`src/rtl/l2_bus_pkg.sv`:
```
// Shared encodings for the L2 front-side-bus controller: opcodes, snoop results, FSM states.
package l2_bus_pkg;

    localparam logic [1:0] OP_READ  = 2'b00;
    localparam logic [1:0] OP_RWIM  = 2'b01;
    localparam logic [1:0] OP_WRITE = 2'b10;
    localparam logic [1:0] OP_INVAL = 2'b11;

    localparam logic [1:0] SNP_NOHIT = 2'b00;
    localparam logic [1:0] SNP_HIT   = 2'b01;
    localparam logic [1:0] SNP_HITM  = 2'b10;

    localparam int unsigned ST_W = 3;
    localparam logic [ST_W-1:0] ST_IDLE    = 3'd0;
    localparam logic [ST_W-1:0] ST_ARB     = 3'd1;
    localparam logic [ST_W-1:0] ST_CMD     = 3'd2;
    localparam logic [ST_W-1:0] ST_SNOOP   = 3'd3;
    localparam logic [ST_W-1:0] ST_BACKOFF = 3'd4;
    localparam logic [ST_W-1:0] ST_DATA    = 3'd5;
    localparam logic [ST_W-1:0] ST_DONE    = 3'd6;

    // The reserved snoop code behaves exactly like NOHIT.
    function automatic logic [1:0] snp_norm(input logic [1:0] s);
        case (s)
            SNP_NOHIT, SNP_HIT, SNP_HITM: return s;
            default:                      return SNP_NOHIT;
        endcase
    endfunction

    // Counter width for values 0..n-1, never narrower than one bit.
    function automatic int unsigned cnt_w(input int unsigned n);
        return (n > 1) ? $clog2(n) : 1;
    endfunction

endpackage

```
`src/rtl/l2_bus_controller_if.sv`:
```
// L2-side request/completion and FSB-side command/snoop/data signals of the bus controller.
interface l2_bus_controller_if #(
    parameter int unsigned ADDR_W = 32
) ();
    logic              req_valid;
    logic              req_ready;
    logic [1:0]        req_op;
    logic [ADDR_W-1:0] req_addr;
    logic              bus_req;
    logic              bus_gnt;
    logic              bus_cmd_valid;
    logic [1:0]        bus_cmd;
    logic [ADDR_W-1:0] bus_addr;
    logic [1:0]        snoop_result;
    logic              mem_ready;
    logic              done;
    logic [1:0]        done_snoop;
    logic              done_err;

    modport slave (
        input  req_valid, req_op, req_addr, bus_gnt, snoop_result, mem_ready,
        output req_ready, bus_req, bus_cmd_valid, bus_cmd, bus_addr,
               done, done_snoop, done_err
    );

    modport master (
        output req_valid, req_op, req_addr, bus_gnt, snoop_result, mem_ready,
        input  req_ready, bus_req, bus_cmd_valid, bus_cmd, bus_addr,
               done, done_snoop, done_err
    );
endinterface

```
`src/rtl/l2_snoop_timer.sv`:
```
// Loadable down-counter timing the snoop window; zero_c flags the sampling cycle.
module l2_snoop_timer #(
    parameter int unsigned W = 1
) (
    input  logic         clk,
    input  logic         rst_n,
    input  logic         load,
    input  logic [W-1:0] load_val,
    input  logic         en,
    output logic         zero_c
);
    logic [W-1:0] cnt;

    always_ff @(posedge clk or negedge rst_n) begin
        if (!rst_n) begin
            cnt <= '0;
        end else if (load) begin
            cnt <= load_val;
        end else if (en && (cnt != '0)) begin
            cnt <= cnt - W'(1);
        end
    end

    assign zero_c = (cnt == '0);
endmodule

```
`src/rtl/l2_bus_controller.sv`:
```
// Sequences L2 READ/RWIM/WRITE/INVALIDATE transactions on the FSB, including HITM back-off and retry.
module l2_bus_controller
    import l2_bus_pkg::*;
#(
    parameter int unsigned ADDR_W     = 32,
    parameter int unsigned SNOOP_WAIT = 2,
    parameter int unsigned MAX_RETRY  = 3
) (
    input logic                clk,
    input logic                rst_n,
    l2_bus_controller_if.slave bus
);
    localparam int unsigned TMR_W = cnt_w(SNOOP_WAIT);
    localparam int unsigned RTY_W = cnt_w(MAX_RETRY + 1);

    logic [ST_W-1:0]   state, state_d;
    logic [1:0]        op, op_d;
    logic [ADDR_W-1:0] addr, addr_d;
    logic [RTY_W-1:0]  retry_cnt, retry_d;
    logic              err, err_d;
    logic [1:0]        snp, snp_d;

    logic              bus_req_q, bus_req_d;
    logic              cmd_valid_q, cmd_valid_d;
    logic [1:0]        bus_cmd_q, bus_cmd_d;
    logic [ADDR_W-1:0] bus_addr_q, bus_addr_d;
    logic              done_q, done_d;
    logic [1:0]        done_snoop_q, done_snoop_d;
    logic              done_err_q, done_err_d;

    logic              tmr_zero_c;

    l2_snoop_timer #(.W(TMR_W)) u_snoop_timer (
        .clk      (clk),
        .rst_n    (rst_n),
        .load     (state == ST_CMD),
        .load_val (TMR_W'(SNOOP_WAIT - 1)),
        .en       (state == ST_SNOOP),
        .zero_c   (tmr_zero_c)
    );

    always_ff @(posedge clk or negedge rst_n) begin
        if (!rst_n) begin
            state        <= ST_IDLE;
            op           <= OP_READ;
            addr         <= '0;
            retry_cnt    <= '0;
            err          <= 1'b0;
            snp          <= SNP_NOHIT;
            bus_req_q    <= 1'b0;
            cmd_valid_q  <= 1'b0;
            bus_cmd_q    <= 2'b00;
            bus_addr_q   <= '0;
            done_q       <= 1'b0;
            done_snoop_q <= 2'b00;
            done_err_q   <= 1'b0;
        end else begin
            state        <= state_d;
            op           <= op_d;
            addr         <= addr_d;
            retry_cnt    <= retry_d;
            err          <= err_d;
            snp          <= snp_d;
            bus_req_q    <= bus_req_d;
            cmd_valid_q  <= cmd_valid_d;
            bus_cmd_q    <= bus_cmd_d;
            bus_addr_q   <= bus_addr_d;
            done_q       <= done_d;
            done_snoop_q <= done_snoop_d;
            done_err_q   <= done_err_d;
        end
    end

    // Next state plus outputs decoded from the next state so they are registered yet state-aligned.
    always_comb begin
        state_d   = state;
        op_d      = op;
        addr_d    = addr;
        retry_d   = retry_cnt;
        err_d     = err;
        snp_d     = snp;

        case (state)
            ST_IDLE: begin
                if (bus.req_valid) begin
                    op_d    = bus.req_op;
                    addr_d  = bus.req_addr;
                    retry_d = '0;
                    state_d = ST_ARB;
                end
            end
            ST_ARB: begin
                if (bus.bus_gnt) state_d = ST_CMD;
            end
            ST_CMD: begin
                state_d = ST_SNOOP;
            end
            ST_SNOOP: begin
                if (tmr_zero_c) begin
                    snp_d = snp_norm(bus.snoop_result);
                    case (op)
                        OP_WRITE: state_d = ST_DATA;
                        OP_INVAL: state_d = ST_DONE;
                        OP_READ, OP_RWIM: begin
                            if (snp_d == SNP_HITM) begin
                                if (retry_cnt < RTY_W'(MAX_RETRY)) begin
                                    retry_d = retry_cnt + RTY_W'(1);
                                    state_d = ST_BACKOFF;
                                end else begin
                                    err_d   = 1'b1;
                                    state_d = ST_DONE;
                                end
                            end else begin
                                state_d = ST_DATA;
                            end
                        end
                        default: state_d = ST_DATA;
                    endcase
                end
            end
            ST_BACKOFF: begin
                state_d = ST_ARB;
            end
            ST_DATA: begin
                if (bus.mem_ready) state_d = ST_DONE;
            end
            ST_DONE: begin
                err_d   = 1'b0;
                state_d = ST_IDLE;
            end
            default: begin
                state_d = ST_IDLE;
            end
        endcase

        bus_req_d    = (state_d == ST_ARB) || (state_d == ST_CMD) ||
                       (state_d == ST_SNOOP) || (state_d == ST_DATA);
        cmd_valid_d  = (state_d == ST_CMD);
        bus_cmd_d    = cmd_valid_d ? op_d : bus_cmd_q;
        bus_addr_d   = cmd_valid_d ? addr_d : bus_addr_q;
        done_d       = (state_d == ST_DONE);
        done_snoop_d = done_d ? snp_d : 2'b00;
        done_err_d   = done_d & err_d;
    end

    assign bus.req_ready     = (state == ST_IDLE);
    assign bus.bus_req       = bus_req_q;
    assign bus.bus_cmd_valid = cmd_valid_q;
    assign bus.bus_cmd       = bus_cmd_q;
    assign bus.bus_addr      = bus_addr_q;
    assign bus.done          = done_q;
    assign bus.done_snoop    = done_snoop_q;
    assign bus.done_err      = done_err_q;
endmodule

```
`src/flat_wrapper.sv`:
```
// flat-port wrapper written by rule: the top's interface ports become plain ports
module l2_bus_controller_flat import l2_bus_pkg::*;
#(
    parameter int unsigned ADDR_W     = 32,
    parameter int unsigned SNOOP_WAIT = 2,
    parameter int unsigned MAX_RETRY  = 3
)
  (clk, rst_n, bus_req_valid, bus_req_op, bus_req_addr, bus_bus_gnt, bus_snoop_result, bus_mem_ready, bus_req_ready, bus_bus_req, bus_bus_cmd_valid, bus_bus_cmd, bus_bus_addr, bus_done, bus_done_snoop, bus_done_err);
  l2_bus_controller_if #(.ADDR_W(ADDR_W)) bus_i ();
  input logic clk;
  input logic rst_n;
  input wire logic [$bits(bus_i.req_valid)-1:0] bus_req_valid;
  input wire logic [$bits(bus_i.req_op)-1:0] bus_req_op;
  input wire logic [$bits(bus_i.req_addr)-1:0] bus_req_addr;
  input wire logic [$bits(bus_i.bus_gnt)-1:0] bus_bus_gnt;
  input wire logic [$bits(bus_i.snoop_result)-1:0] bus_snoop_result;
  input wire logic [$bits(bus_i.mem_ready)-1:0] bus_mem_ready;
  output wire logic [$bits(bus_i.req_ready)-1:0] bus_req_ready;
  output wire logic [$bits(bus_i.bus_req)-1:0] bus_bus_req;
  output wire logic [$bits(bus_i.bus_cmd_valid)-1:0] bus_bus_cmd_valid;
  output wire logic [$bits(bus_i.bus_cmd)-1:0] bus_bus_cmd;
  output wire logic [$bits(bus_i.bus_addr)-1:0] bus_bus_addr;
  output wire logic [$bits(bus_i.done)-1:0] bus_done;
  output wire logic [$bits(bus_i.done_snoop)-1:0] bus_done_snoop;
  output wire logic [$bits(bus_i.done_err)-1:0] bus_done_err;
  assign bus_i.req_valid = bus_req_valid;
  assign bus_i.req_op = bus_req_op;
  assign bus_i.req_addr = bus_req_addr;
  assign bus_i.bus_gnt = bus_bus_gnt;
  assign bus_i.snoop_result = bus_snoop_result;
  assign bus_i.mem_ready = bus_mem_ready;
  assign bus_req_ready = bus_i.req_ready;
  assign bus_bus_req = bus_i.bus_req;
  assign bus_bus_cmd_valid = bus_i.bus_cmd_valid;
  assign bus_bus_cmd = bus_i.bus_cmd;
  assign bus_bus_addr = bus_i.bus_addr;
  assign bus_done = bus_i.done;
  assign bus_done_snoop = bus_i.done_snoop;
  assign bus_done_err = bus_i.done_err;
  l2_bus_controller #(.ADDR_W(ADDR_W), .SNOOP_WAIT(SNOOP_WAIT), .MAX_RETRY(MAX_RETRY)) u_core (.clk(clk), .rst_n(rst_n), .bus(bus_i));
endmodule
```
`config.mk`:
```
export PLATFORM = sky130hd
export DESIGN_NAME = l2_bus_controller_flat
export DESIGN_NICKNAME = d
export VERILOG_FILES = /design/src/rtl/l2_bus_pkg.sv /design/src/rtl/l2_bus_controller_if.sv /design/src/rtl/l2_snoop_timer.sv /design/src/rtl/l2_bus_controller.sv /design/src/flat_wrapper.sv
export SDC_FILE = /design/constraint.sdc
export NUM_CORES = 1
export LEC_CHECK = 0
export CAP_MARGIN = 40
export CELL_PAD_IN_SITES_DETAIL_PLACEMENT = 0
export CELL_PAD_IN_SITES_GLOBAL_PLACEMENT = 1
export CORE_UTILIZATION = 30
export CTS_CLUSTER_SIZE = 14
export DETAILED_ROUTE_END_ITERATION = 7
export GPL_ROUTABILITY_DRIVEN = 1
export GPL_TIMING_DRIVEN = 1
export HOLD_SLACK_MARGIN = 0.08
export PLACE_DENSITY_LB_ADDON = 0.1
export SYNTH_ARGS = -nofsm -noshare
export SYNTH_HDL_FRONTEND = slang
export SYNTH_HIERARCHICAL = 1
export SYNTH_SLANG_ARGS = --single-unit
```
`constraint.sdc`:
```
create_clock -name clk -period 1.6 [get_ports clk]
set_input_delay 0.24 -clock clk [delete_from_list [all_inputs] [get_ports clk]]
set_output_delay 0.24 -clock clk [all_outputs]
set_load 0.01 [all_outputs]
```
# ---- Word level (Yosys, flattened, before mapping)
# Index checks and enable logic that the tools add are counted.
dict set report word_totals {
  output_inout_bits 41
  register_bits 83
  in_bits 41
  wordCells 83
}
dict set report op_classes {
  eq_ne 22
  bitwise_logic 1
  magnitude_cmp 1
  mux 31
  add_sub_neg 2
  n_reduce_logical 12
}
# operator n
set ops {}
lappend ops {{2-to-1 mux 32 bit} 2}
lappend ops {{2-to-1 mux 2 bit} 15}
lappend ops {{one-hot mux 3 bit (6 select lines)} 1}
lappend ops {{equality test 3 bit (second input constant)} 5}
lappend ops {{equality test 3 x 2 -> 1 bit (second input constant)} 4}
lappend ops {{2-to-1 mux 3 bit} 4}
lappend ops {{one-hot mux 3 bit (3 select lines)} 1}
lappend ops {{equality test 2 bit (second input constant)} 4}
lappend ops {{equality test 3 x 1 -> 1 bit (second input constant)} 2}
lappend ops {{2-to-1 mux 1 bit} 6}
lappend ops {{!= test 2 x 1 -> 1 bit (second input constant)} 3}
lappend ops {{AND reduction 6 bit} 1}
lappend ops {{equality test 2 x 1 -> 1 bit (second input constant)} 2}
lappend ops {{logical NOT 2 bit} 2}
lappend ops {{!= test 2 bit (second input constant)} 2}
lappend ops {{one-hot mux 2 bit (2 select lines)} 1}
lappend ops {{nonzero test 2 bit} 2}
lappend ops {{logical NOT 3 bit} 1}
lappend ops {{logical OR 1 bit} 3}
lappend ops {{OR reduction 3 bit} 1}
lappend ops {{adder 2 x 1 -> 2 bit (second input constant)} 1}
lappend ops {{< comparator 2 bit (second input constant)} 1}
lappend ops {{one-hot mux 1 bit (2 select lines)} 1}
lappend ops {{OR reduction 2 bit} 1}
lappend ops {{3 further kinds} 3}

# ---- Longest topological paths before layout
# Gate-level depths: netlist of run 1.
dict set report logic_depth {
  ltp_word 14
  ltp_mapped 7
  depth_no_buf 5
}

# ---- Hierarchy
# The synthesis of run 1 kept the hierarchy.
# module area_each_um2 instances seq_area_each_um2 cells_each
set modules_own_cells {}
lappend modules_own_cells {l2_bus_controller 3485.8 1 2052.0 208}
lappend modules_own_cells {l2_snoop_timer 45.0 1 25.0 4}

# ---- Least setup slack after synthesis of run 1
# No wires, ideal clock.
dict set report synth_path {
  path_type {register to register}
  from {reg u_core.state[0]}
  to {reg u_core.bus_addr_q[13] (netlist: u_core/bus.bus_addr[13])}
  path_stages_with_launch 7
  setup_ps 125
  t_required_ps 1475
  path_slack_ps -283
  arrival_time_ps 1758
  period_less_slack_ps 1883
  n_path_buf 2
  cell_sequence {dfrtp_1 nor3_2 and2_4 buf_6 buf_6 mux2_4 mux2_4}
}
dict set report synth_between {
  word_cells_on_any_way 13
  cone_classes {eq/ne: 6; mux: 6; reduce/logical: 1}
}
# item line
set synth_lines {}
lappend synth_lines {{from (decl)} l2_bus_controller.sv:16} ;# logic [ST_W-1:0] state, state_d;
lappend synth_lines {{from (signal assigned)} l2_bus_controller.sv:58} ;# state <= state_d;
lappend synth_lines {{logical NOT 3 bit} n/a}
lappend synth_lines {{via bus_req_ready} flat_wrapper.sv:18} ;# output wire logic [$bits(bus_i.req_ready)-1:0] bus_req_ready;
lappend synth_lines {{2-to-1 mux 32 bit} l2_bus_controller.sv:83} ;# case (state)
lappend synth_lines {{via u_core.addr_d[13]} l2_bus_controller.sv:18} ;# logic [ADDR_W-1:0] addr, addr_d;
lappend synth_lines {{to (signal assigned)} l2_bus_controller.sv:67} ;# bus_addr_q <= bus_addr_d;
lappend synth_lines {{to (decl)} l2_bus_controller.sv:26} ;# logic [ADDR_W-1:0] bus_addr_q, bus_addr_d;
# The timed path passes the listed nets, and every way through them passes these cells.
# A chain may end at the register's enable or synchronous reset.

# ---- Worst setup path after layout of run 1
dict set report layout_path {
  from {reg u_core.state[2]}
  to {reg u_core.bus_cmd_q[0] (netlist: u_core/bus.bus_cmd[0])}
}
dict set report layout_between {
  word_cells_on_any_way 13
  cone_classes {eq/ne: 6; mux: 6; reduce/logical: 1}
}
# item line
set layout_lines {}
lappend layout_lines {{logical NOT 3 bit} l2_bus_controller.sv:83}
lappend layout_lines {{2-to-1 mux 2 bit} l2_bus_controller.sv:83}
lappend layout_lines {{via u_core.op_d[0]} l2_bus_controller.sv:17} ;# logic [1:0] op, op_d;
lappend layout_lines {{to (signal assigned)} l2_bus_controller.sv:66} ;# bus_cmd_q <= bus_cmd_d;
lappend layout_lines {{to (decl)} l2_bus_controller.sv:25} ;# logic [1:0] bus_cmd_q, bus_cmd_d;
# The timed path passes the listed nets, and every way through them passes these cells.

==> results of run 1 <==
==> metal layers <==
metal,wire (um),global-route usage,part of all wire
met5,0,0,0
met4,103,0.0480,0.014
met3,372,0.0499,0.050
met2,3350,0.197,0.45
met1,3560,0.173,0.48
==> logic make-up after synthesis <==
group,after synthesis,synth area share
flip-flops,83,0.588
multiplexers,72,0.291
AND/OR/NAND/NOR,31,0.0553
AO/OA/AOI/OAI,12,0.0298
buffers and inverters,12,0.0312
adder cells (fa/ha/maj),1,0.00354
other,1,0.00106
==> final timing paths <==
kind,from,slack (ns),cells past startpoint,endpoint
hold reg to reg,u_core/addr[6]$_DFF_PN0_,0.49,1,u_core/addr[6]$_DFF_PN0_
setup reg to reg,u_core/state[2]$_DFF_PN0_,-0.16,5,u_core/bus.bus_cmd[0]$_DFFE_PN0N_
max in group asynchronous,rst_n,0.68,3,u_core/bus.bus_addr[31]$_DFFE_PN0N_
min in group clk,u_core/addr[6]$_DFF_PN0_,0.49,1,u_core/addr[6]$_DFF_PN0_
setup / recovery,u_core/state[2]$_DFF_PN0_,-0.16,5,u_core/bus.bus_cmd[0]$_DFFE_PN0N_
hold / removal,rst_n,0.35,2,u_core/bus.bus_addr[11]$_DFFE_PN0N_
==> critical path, delay by kind of cell, from the launching register on <==
kind          cells  cell delay, ns
buf+inv           1            0.18
flops             1            0.41
mux               2            0.61
simple gates      2            0.43
==> state kept, by name (all words and copies together), names as in the netlist, 2 cells and up <==
name and flops:
u_core/bus.bus_addr 32, u_core/retry_cnt 2, u_core/addr 32, u_core/snp 2, u_core/op 2, u_core/bus.bus_cmd 2, u_core/state 3, u_core/bus.done_snoop 2
==> power groups by stage <==
stage               combinational (mW)  sequential (mW)  clock [mW]
finish                            4.82             3.54        1.92
global route                      5.19             3.66        2.08
CTS                               4.71             3.55        2.00
detailed placement                4.50             3.57           0
global placement                  4.49             3.55           0
floorplan                         2.57             3.76           0
==> synth_stat cells (2+ instances only) <==
cell type	n
a31oi_1	3
and2_1	4
buf_6	6
dfrtp_1	83
inv_1	2
inv_2	2
mux2_2	13
mux2_4	58
nand2_1	7
nand2b_1	2
nor2_1	3
nor2b_1	2
nor3_1	3
o21ai_0	2
==> layout make-up <==
cell class / count / area, sq um
flip-flops and latches: 83 / 2080
clock inverters: 2 / 12.5
multi-input cells: 117 / 1460
fillers: 1044 / 6290
inverters: 4 / 15.0
clock buffers: 13 / 260
repair buffers: 116 / 1160
well taps: 143 / 179
==> through the flow <==
stage	area, sq um	setup TNS (ns)
after floorplan	3570	-7.37
after global placement	4700	-9.49
after detailed placement	4700	-10.09
after CTS	5090	-4.62
after global routing	5170	-6.86
final	5170	-4.37
==> timing repair <==
item | CTS | global route
pin swaps | 5 | 1
setup endpoints to repair | 42 | 41
endpoints found under the hold margin | 17 | 0
buffers inserted | 5 | 1
resized for setup | 17 | 13
gates cloned | 1 | 1
hold buffers | 1 | 0
==> results.json, run 1 <==
{
  "status": "finished, violations left",
  "failed_checks": "negative setup slack",
  "floorplan.initialDensity": 0.308,
  "antenna_violations_before_repair": 0,
  "p_sw_frac": 0.287,
  "avgRoutedWirePerCell_um": 15.5,
  "worstPathMaxFanout": 15,
  "maxClockFrequency_mhz": 569,
  "grt_start_max_net_pins": 47,
  "timing.max_cap.violations": 0,
  "grt_pass1_vias": 2268,
  "detailroute.via_count": 2096,
  "overall_fraction_of_global_route_tracks_in_use": 0.132,
  "setup-violations-final": 37,
  "final-hold-violation-count": 0,
  "nNetsFinal": 373,
  "synth_edf_count": 0,
  "fp.dieArea_sq_mm": 0.0122,
  "portion_of_the_post_synthesis_area_used_by_sequential_elements": 0.588,
  "boundaryPins": 82,
  "post-synth-top-area-fraction": 0.588,
  "period_share": 1.10,
  "placementRows": 39,
  "cts.root.buffer_cell": "clkbuf_16",
  "core_util_final": 0.451,
  "route.final.wire_length_mm": 7.39,
  "vdd_drop_max_uv": 846,
  "timing.hold.worst.class": "primary input to asynchronous set/reset pin",
  "detail_route.first_pass.iterations": 3,
  "tritoncts": "built",
  "critPathArrivalTime_ns": 1.98,
  "power.density_cell_area_mw_per_mm2": 1990,
  "die_w_um": 110,
  "place.detailed.instances": 455,
  "max_stage_delay_ns": 0.41,
  "pre_cts_ws_ns": -0.431,
  "ctsHtreeMaxLevel": 3,
  "post_route_cells_drive_above_1_share": 0.427,
  "cellInternalPower_mw": 7.32,
  "netlist_area_sq_mm": 0.00353,
  "number_of_buffer_cells_added_on_primary_ports": 81,
  "detail_route.vias_per_cell": 4.38,
  "route.antenna.remaining_nets": 0,
  "asyncSetResetFlopFracSynth": 1.00,
  "worst_path_max_delay_cell": "dfrtp_1",
  "insertedDiodeCount": 0,
  "chipHeight_um": 110,
  "finalNonFillerCells": 478,
  "mappedNetlistNets": 254,
  "synth_cell_type_count": 36,
  "end_kind": "register",
  "post-route-min-period_ns": 1.76,
  "finClkSkew_ns": 0.00725,
  "cp-start-kind": "register",
  "first_pass_grt_wire_length_mm": 12.2,
  "synth-warning-count": 6,
  "globalRouteOverflowTotal": 0,
  "hold-worst-slack_ns": 0.347,
  "ff_latch_count_synth": 83,
  "power.share.clock": 0.187,
  "cts_buffers": 9,
  "totalPowerFinal_mw": 10.3,
  "worst_setup_hold_path_clk_slew_ns": 0.06,
  "comb_power_share": 0.469,
  "synth.top_cells.by_area": "dfrtp_1, mux2_4, mux2_2",
  "p_switching_mw": 2.95,
  "drcViolationCount": 0,
  "detailed_route_iter0_violations": 56,
  "layout_commonest_cell": "dfrtp_1",
  "crit_chain": "nor3_4 -> and2_4 -> buf_12 -> mux2_2 -> mux2_4",
  "slew_violations": 0,
  "clock_tree.buffer_depth": 2,
  "timing.final.ws_setup_ns": -0.158,
  "routabilityCongestion": 0.767,
  "power.share.sequential": 0.344,
  "clock-sinks": 83,
  "most_frequent_cells_in_the_layout": "dfrtp_1, clkdlybuf4s50_1, mux2_4",
  "startpoint_to_endpoint_class_of_the_critical_path": "register to register",
  "area.growth.synth_to_final_pct": 46.5,
  "synthDominantAreaCellType": "dfrtp_1",
  "syn_area_per_cell_sq_um": 16.7,
  "design.core.area_sq_mm": 0.0115,
  "clock_latency_ns": 0.34,
  "rsz_0062_raised_after_global_routing": "true",
  "ys_dominant_reg_cell": "dfrtp_1",
  "dpl_hpwl_mm": 4.81,
  "syn_inst": 212,
  "leakage_power_figure_nw": 2.29,
  "cp.required_ns": 1.82
}
Note: power is estimated with default switching activity, not from simulation.
==> inputs of run 2 (changes only) <==
- CORE_UTILIZATION: 30 -> 43
- CTS_BUF_LIST: unset -> sky130_fd_sc_hd__clkbuf_4
- clock period: 1.6 -> 1.8 ns (I/O delays scaled with it)
==> results.json, run 2 (same netlist as run 1, synthesis figures left out) <==
{
  "boundaryPins": 82,
  "rsz_0062_raised_after_global_routing": "true",
  "timing.max_cap.violations": 0,
  "vdd_drop_max_uv": 692,
  "status": "completed",
  "antenna_violations_before_repair": 0,
  "clock-sinks": 83,
  "cts.root.buffer_cell": "clkbuf_4",
  "startpoint_to_endpoint_class_of_the_critical_path": "register to register",
  "regToRegEndpoint": "u_core/bus.bus_addr[4]$_DFFE_PN0N_",
  "final.setup.tns_ns": 0,
  "post-route-min-period_ns": 1.75,
  "timing.critical_path.to": "u_core/bus.bus_addr[4]$_DFFE_PN0N_",
  "detail_route.first_pass.iterations": 4,
  "maxClockFrequency_mhz": 571,
  "tritoncts": "built",
  "finalNonFillerCells": 432,
  "power.share.clock": 0.109,
  "finClkSkew_ns": 0.0126,
  "setup-violations-final": 0,
  "cellInternalPower_mw": 5.68,
  "detail_route.vias_per_cell": 4.75,
  "dpl_hpwl_mm": 4.55,
  "route.antenna.remaining_nets": 0,
  "chipHeight_um": 92.6,
  "globalRouteOverflowTotal": 0,
  "detailroute.via_count": 2053,
  "first_pass_grt_wire_length_mm": 10.7,
  "drcViolationCount": 0,
  "layout_commonest_cell": "dfrtp_1",
  "post_route_cells_drive_above_1_share": 0.388,
  "ctsHtreeMaxLevel": 3,
  "insertedDiodeCount": 0,
  "grt_pass1_vias": 2191,
  "core_util_final": 0.620,
  "grt_start_max_net_pins": 44,
  "power.share.sequential": 0.388,
  "cp-start-kind": "register",
  "overall_fraction_of_global_route_tracks_in_use": 0.165,
  "reg2reg_setup_slack_ns": 0.05,
  "totalPowerFinal_mw": 8.12,
  "p_sw_frac": 0.300,
  "critical_path.startpoint": "u_core/state[2]$_DFF_PN0_",
  "leakage_power_figure_nw": 2.18,
  "end_kind": "register",
  "most_frequent_cells_in_the_layout": "dfrtp_1, clkdlybuf4s50_1, mux2_4",
  "timing.hold.worst.class": "primary input to asynchronous set/reset pin",
  "avgRoutedWirePerCell_um": 15.5,
  "timing.rr.start": "u_core/state[2]$_DFF_PN0_",
  "placementRows": 32,
  "final-hold-violation-count": 0,
  "worstPathMaxFanout": 8,
  "fp.dieArea_sq_mm": 0.00858,
  "nNetsFinal": 368,
  "routabilityCongestion": 0.782,
  "worst_setup_hold_path_clk_slew_ns": 0.13,
  "comb_power_share": 0.502,
  "clock_latency_ns": 0.39,
  "floorplan.initialDensity": 0.450,
  "p_switching_mw": 2.44,
  "design.core.area_sq_mm": 0.00785,
  "detailed_route_iter0_violations": 51,
  "power.density_cell_area_mw_per_mm2": 1670,
  "place.detailed.instances": 413,
  "cp.required_ns": 2.08,
  "slew_violations": 0,
  "area.growth.synth_to_final_pct": 37.8,
  "number_of_buffer_cells_added_on_primary_ports": 81,
  "critPathArrivalTime_ns": 2.03,
  "route.final.wire_length_mm": 6.69,
  "die_w_um": 92.6,
  "cts_buffers": 9,
  "clock_tree.buffer_depth": 2,
  "r2r_cells": 5,
  "period_share": 0.972
}
run 2: cell count changes in the layout (fill, tap and decap cells not counted), moves of 2 or more:
cell,change
and2_1,+2
and2_4,-2
buf_12,+2
buf_4,-4
buf_6,-3
clkbuf_1,-2
clkbuf_16,-8
clkbuf_4,+9
clkbuf_8,-2
nor3_1,+3
nor3_2,-3
run 2: stage by stage:
stage | worst slack [ns] | hold WS (ns) | cell area, sq um
detailed placement | -0.220 | 0.202 | 4640
floorplan | -0.0445 | -0.0256 | 3560
global route | -0.0406 | 0.289 | 4870
finish | 0.0502 | 0.306 | 4870
global placement | -0.134 | 0.196 | 4640
CTS | 0.0105 | 0.292 | 4760
run 2: worst min path at each step:
stage	startpoint	end
2_1_floorplan	rst_n	u_core/addr[0]$_DFF_PN0_
3_3_place_gp	rst_n	u_core/addr[7]$_DFF_PN0_
3_5_place_dp	rst_n	u_core/addr[7]$_DFF_PN0_
4_1_cts	rst_n	u_core/bus.bus_addr[25]$_DFFE_PN0N_
5_1_grt	rst_n	u_core/bus.bus_addr[25]$_DFFE_PN0N_
6_report	rst_n	u_core/bus.bus_addr[25]$_DFFE_PN0N_
run 2: layer usage:
layer / part of all wire / GRT usage / vias up
met5: 0 / 0 / -
met4: 0.0064 / 0.0538 / 0
met3: 0.034 / 0.0427 / 4
met2: 0.50 / 0.264 / 49
met1: 0.46 / 0.220 / 1027
li1: - / - / 973
run 2: power groups by stage:
stage               Sequential [mW]  Combinational, mW  Clock (mW)
finish                         3.15               4.08       0.887
CTS                            3.16               3.98       0.926
detailed placement             3.19               3.96           0
global placement               3.18               3.90           0
floorplan                      3.33               2.28           0
global route                   3.27               4.36        1.02
run 2: final cells by class:
| cell class | count | area, sq um |
|---|---|---|
| Clock buffer | 10 | 75.1 |
| Clock inverter | 5 | 30.0 |
| Fill cell | 634 | 2980 |
| Inverter | 4 | 15.0 |
| Multi-Input combinational cell | 117 | 1400 |
| Sequential cell | 83 | 2080 |
| Tap cell | 102 | 128 |
| Timing Repair Buffer | 111 | 1140 |
run 2: what timing repair did:
| action | 4_1_cts | 5_1_grt |
|---|---|---|
| hold endpoints to repair | 24 | 0 |
| buffers inserted | 0 | 1 |
| gates cloned | 0 | 2 |
| pin swaps | 0 | 4 |
| gates resized for setup | 3 | 11 |
| setup endpoints to repair | 2 | 20 |
| hold buffers | 1 | 0 |
run 2: worst max-delay path: stages (launching register included):
cell and delay (ns):
dfrtp_1 0.43, nor3_4 0.20, and2_4 0.24, buf_6 0.18
mux2_4 0.32, mux2_4 0.26
==> inputs of run 3 (changes only) <==
- CORE_UTILIZATION: 43 -> 41
- CTS_BUF_LIST: sky130_fd_sc_hd__clkbuf_4 -> sky130_fd_sc_hd__clkbuf_16
- CTS_CLUSTER_SIZE: 14 -> unset
- SLEW_MARGIN: unset -> 10
==> results.json, run 3 (same netlist as run 1, synthesis figures left out) <==
{
  "period_share": 0.973,
  "setup-violations-final": 0,
  "overall_fraction_of_global_route_tracks_in_use": 0.158,
  "clock-sinks": 83,
  "antenna_violations_before_repair": 0,
  "floorplan.initialDensity": 0.428,
  "post_route_cells_drive_above_1_share": 0.390,
  "placementRows": 33,
  "nNetsFinal": 370,
  "route.final.wire_length_mm": 6.69,
  "drcViolationCount": 0,
  "chipHeight_um": 94.8,
  "avgRoutedWirePerCell_um": 15.3,
  "max_stage_delay_ns": 0.42,
  "globalRouteOverflowTotal": 0,
  "slew_violations": 0,
  "detailroute.via_count": 2052,
  "route.antenna.remaining_nets": 0,
  "cp-start-kind": "register",
  "cts_buffers": 9,
  "maxClockFrequency_mhz": 571,
  "leakage_power_figure_nw": 2.29,
  "most_frequent_cells_in_the_layout": "dfrtp_1, clkdlybuf4s50_1, mux2_4",
  "insertedDiodeCount": 0,
  "final-hold-violation-count": 0,
  "layout_commonest_cell": "dfrtp_1",
  "rsz_0062_raised_after_global_routing": "true",
  "startpoint_to_endpoint_class_of_the_critical_path": "register to register",
  "clock_latency_ns": 0.32,
  "routabilityCongestion": 0.783,
  "die_w_um": 94.8,
  "pre_cts_ws_ns": -0.201,
  "p_switching_mw": 2.57,
  "end_kind": "register",
  "grt_pass1_vias": 2160,
  "placed_area_sq_mm": 0.00472,
  "detail_route.first_pass.iterations": 4,
  "timing.max_cap.violations": 0,
  "power.share.clock": 0.195,
  "hold-worst-slack_ns": 0.437,
  "final_cell_area_sq_mm": 0.00511,
  "timing.hold.worst.class": "primary input to asynchronous set/reset pin",
  "totalPowerFinal_mw": 9.11,
  "detail_route.vias_per_cell": 4.68,
  "number_of_buffer_cells_added_on_primary_ports": 81,
  "critPathArrivalTime_ns": 1.96,
  "area.growth.synth_to_final_pct": 44.7,
  "comb_power_share": 0.455,
  "ctsHtreeMaxLevel": 3,
  "worst_path_dominant_cell_family": "multiplexers",
  "cts.root.buffer_cell": "clkbuf_16",
  "dpl_hpwl_mm": 4.62,
  "tritoncts": "built",
  "worst_setup_hold_path_clk_slew_ns": 0.06,
  "cellInternalPower_mw": 6.53,
  "grt_start_max_net_pins": 35,
  "timing.final.ws_setup_ns": 0.0478,
  "finClkSkew_ns": 0.00636,
  "p_sw_frac": 0.283,
  "boundaryPins": 82,
  "fp.dieArea_sq_mm": 0.00899,
  "status": "completed",
  "first_pass_grt_wire_length_mm": 10.7,
  "design.core.area_sq_mm": 0.00826,
  "post-route-min-period_ns": 1.75,
  "worst_path_max_delay_cell": "dfrtp_1",
  "core_util_final": 0.619,
  "crit_chain": "nor3_4 -> and2_4 -> buf_12 -> mux2_2 -> mux2_4",
  "vdd_drop_max_uv": 746,
  "crit_buf_inv": 1,
  "clock_tree.buffer_depth": 2,
  "worstPathMaxFanout": 14,
  "power.share.sequential": 0.349,
  "power.density_cell_area_mw_per_mm2": 1780,
  "cp.required_ns": 2.00,
  "detailed_route_iter0_violations": 28
}
## run 3: cell count changes in the layout (fill, tap and decap cells not counted), sizes merged
cell and delta:
clkinv -2, dlymetal6s2s +1, clkbuf -3, bufinv +1, clkinvlp +2, inv +1, dlygate4sd2 -1, buf +4
## run 3: metrics by stage
stage	setup TNS, ns	instances
3_3_place_gp	-2.09	418
5_1_grt	-0.0662	438
4_1_cts	0	435
2_1_floorplan	-0.992	212
6_report	0	438
3_5_place_dp	-2.60	418
## run 3: layer usage
metal	up-vias	track usage	share of wire	wire, um
li1	981	-	-	-
met1	1015	0.213	0.49	3250
met2	51	0.249	0.46	3100
met3	5	0.0274	0.040	268
met4	0	0.0720	0.011	72
met5	-	0	0	0
## run 3: area by class of cell
cell class                      instances  area (sq um)
Multi-Input combinational cell        117          1410
Clock buffer                            9           225
Inverter                                4          15.0
Clock inverter                          7          68.8
Fill cell                             663          3150
Timing Repair Buffer                  113          1180
Sequential cell                        83          2080
Tap cell                              105           131
## run 3: final timing paths
kind | start | to | slack [ns] | cells past startpoint
worst min-delay path | rst_n | u_core/bus.done_snoop[0]$_DFF_PN0_ | 0.44 | 2
worst min register to register | u_core/snp[1]$_DFF_PN0_ | u_core/snp[1]$_DFF_PN0_ | 0.49 | 2
worst max register to register | u_core/state[2]$_DFF_PN0_ | u_core/bus.bus_cmd[0]$_DFFE_PN0N_ | 0.05 | 5
min in group clk | u_core/snp[1]$_DFF_PN0_ | u_core/snp[1]$_DFF_PN0_ | 0.49 | 2
max in group asynchronous | rst_n | u_core/addr[17]$_DFF_PN0_ | 0.83 | 3
worst max-delay path | u_core/state[2]$_DFF_PN0_ | u_core/bus.bus_cmd[0]$_DFFE_PN0N_ | 0.05 | 5
## run 3: repair_timing
item,4_1_cts,5_1_grt
buffers inserted,0,3
resized for setup,1,13
pin swaps,0,3
setup endpoints to repair,1,12
hold buffers,1,0
hold endpoints to repair,28,0
## run 3: power groups by stage
| stage | Sequential, mW | Clock, mW | Combinational [mW] |
|---|---|---|---|
| 2_1_floorplan | 3.33 | 0 | 2.28 |
| 3_3_place_gp | 3.19 | 0 | 4.01 |
| 3_5_place_dp | 3.19 | 0 | 4.07 |
| 4_1_cts | 3.18 | 1.83 | 4.11 |
| 5_1_grt | 3.28 | 1.92 | 4.44 |
| 6_report | 3.18 | 1.78 | 4.15 |
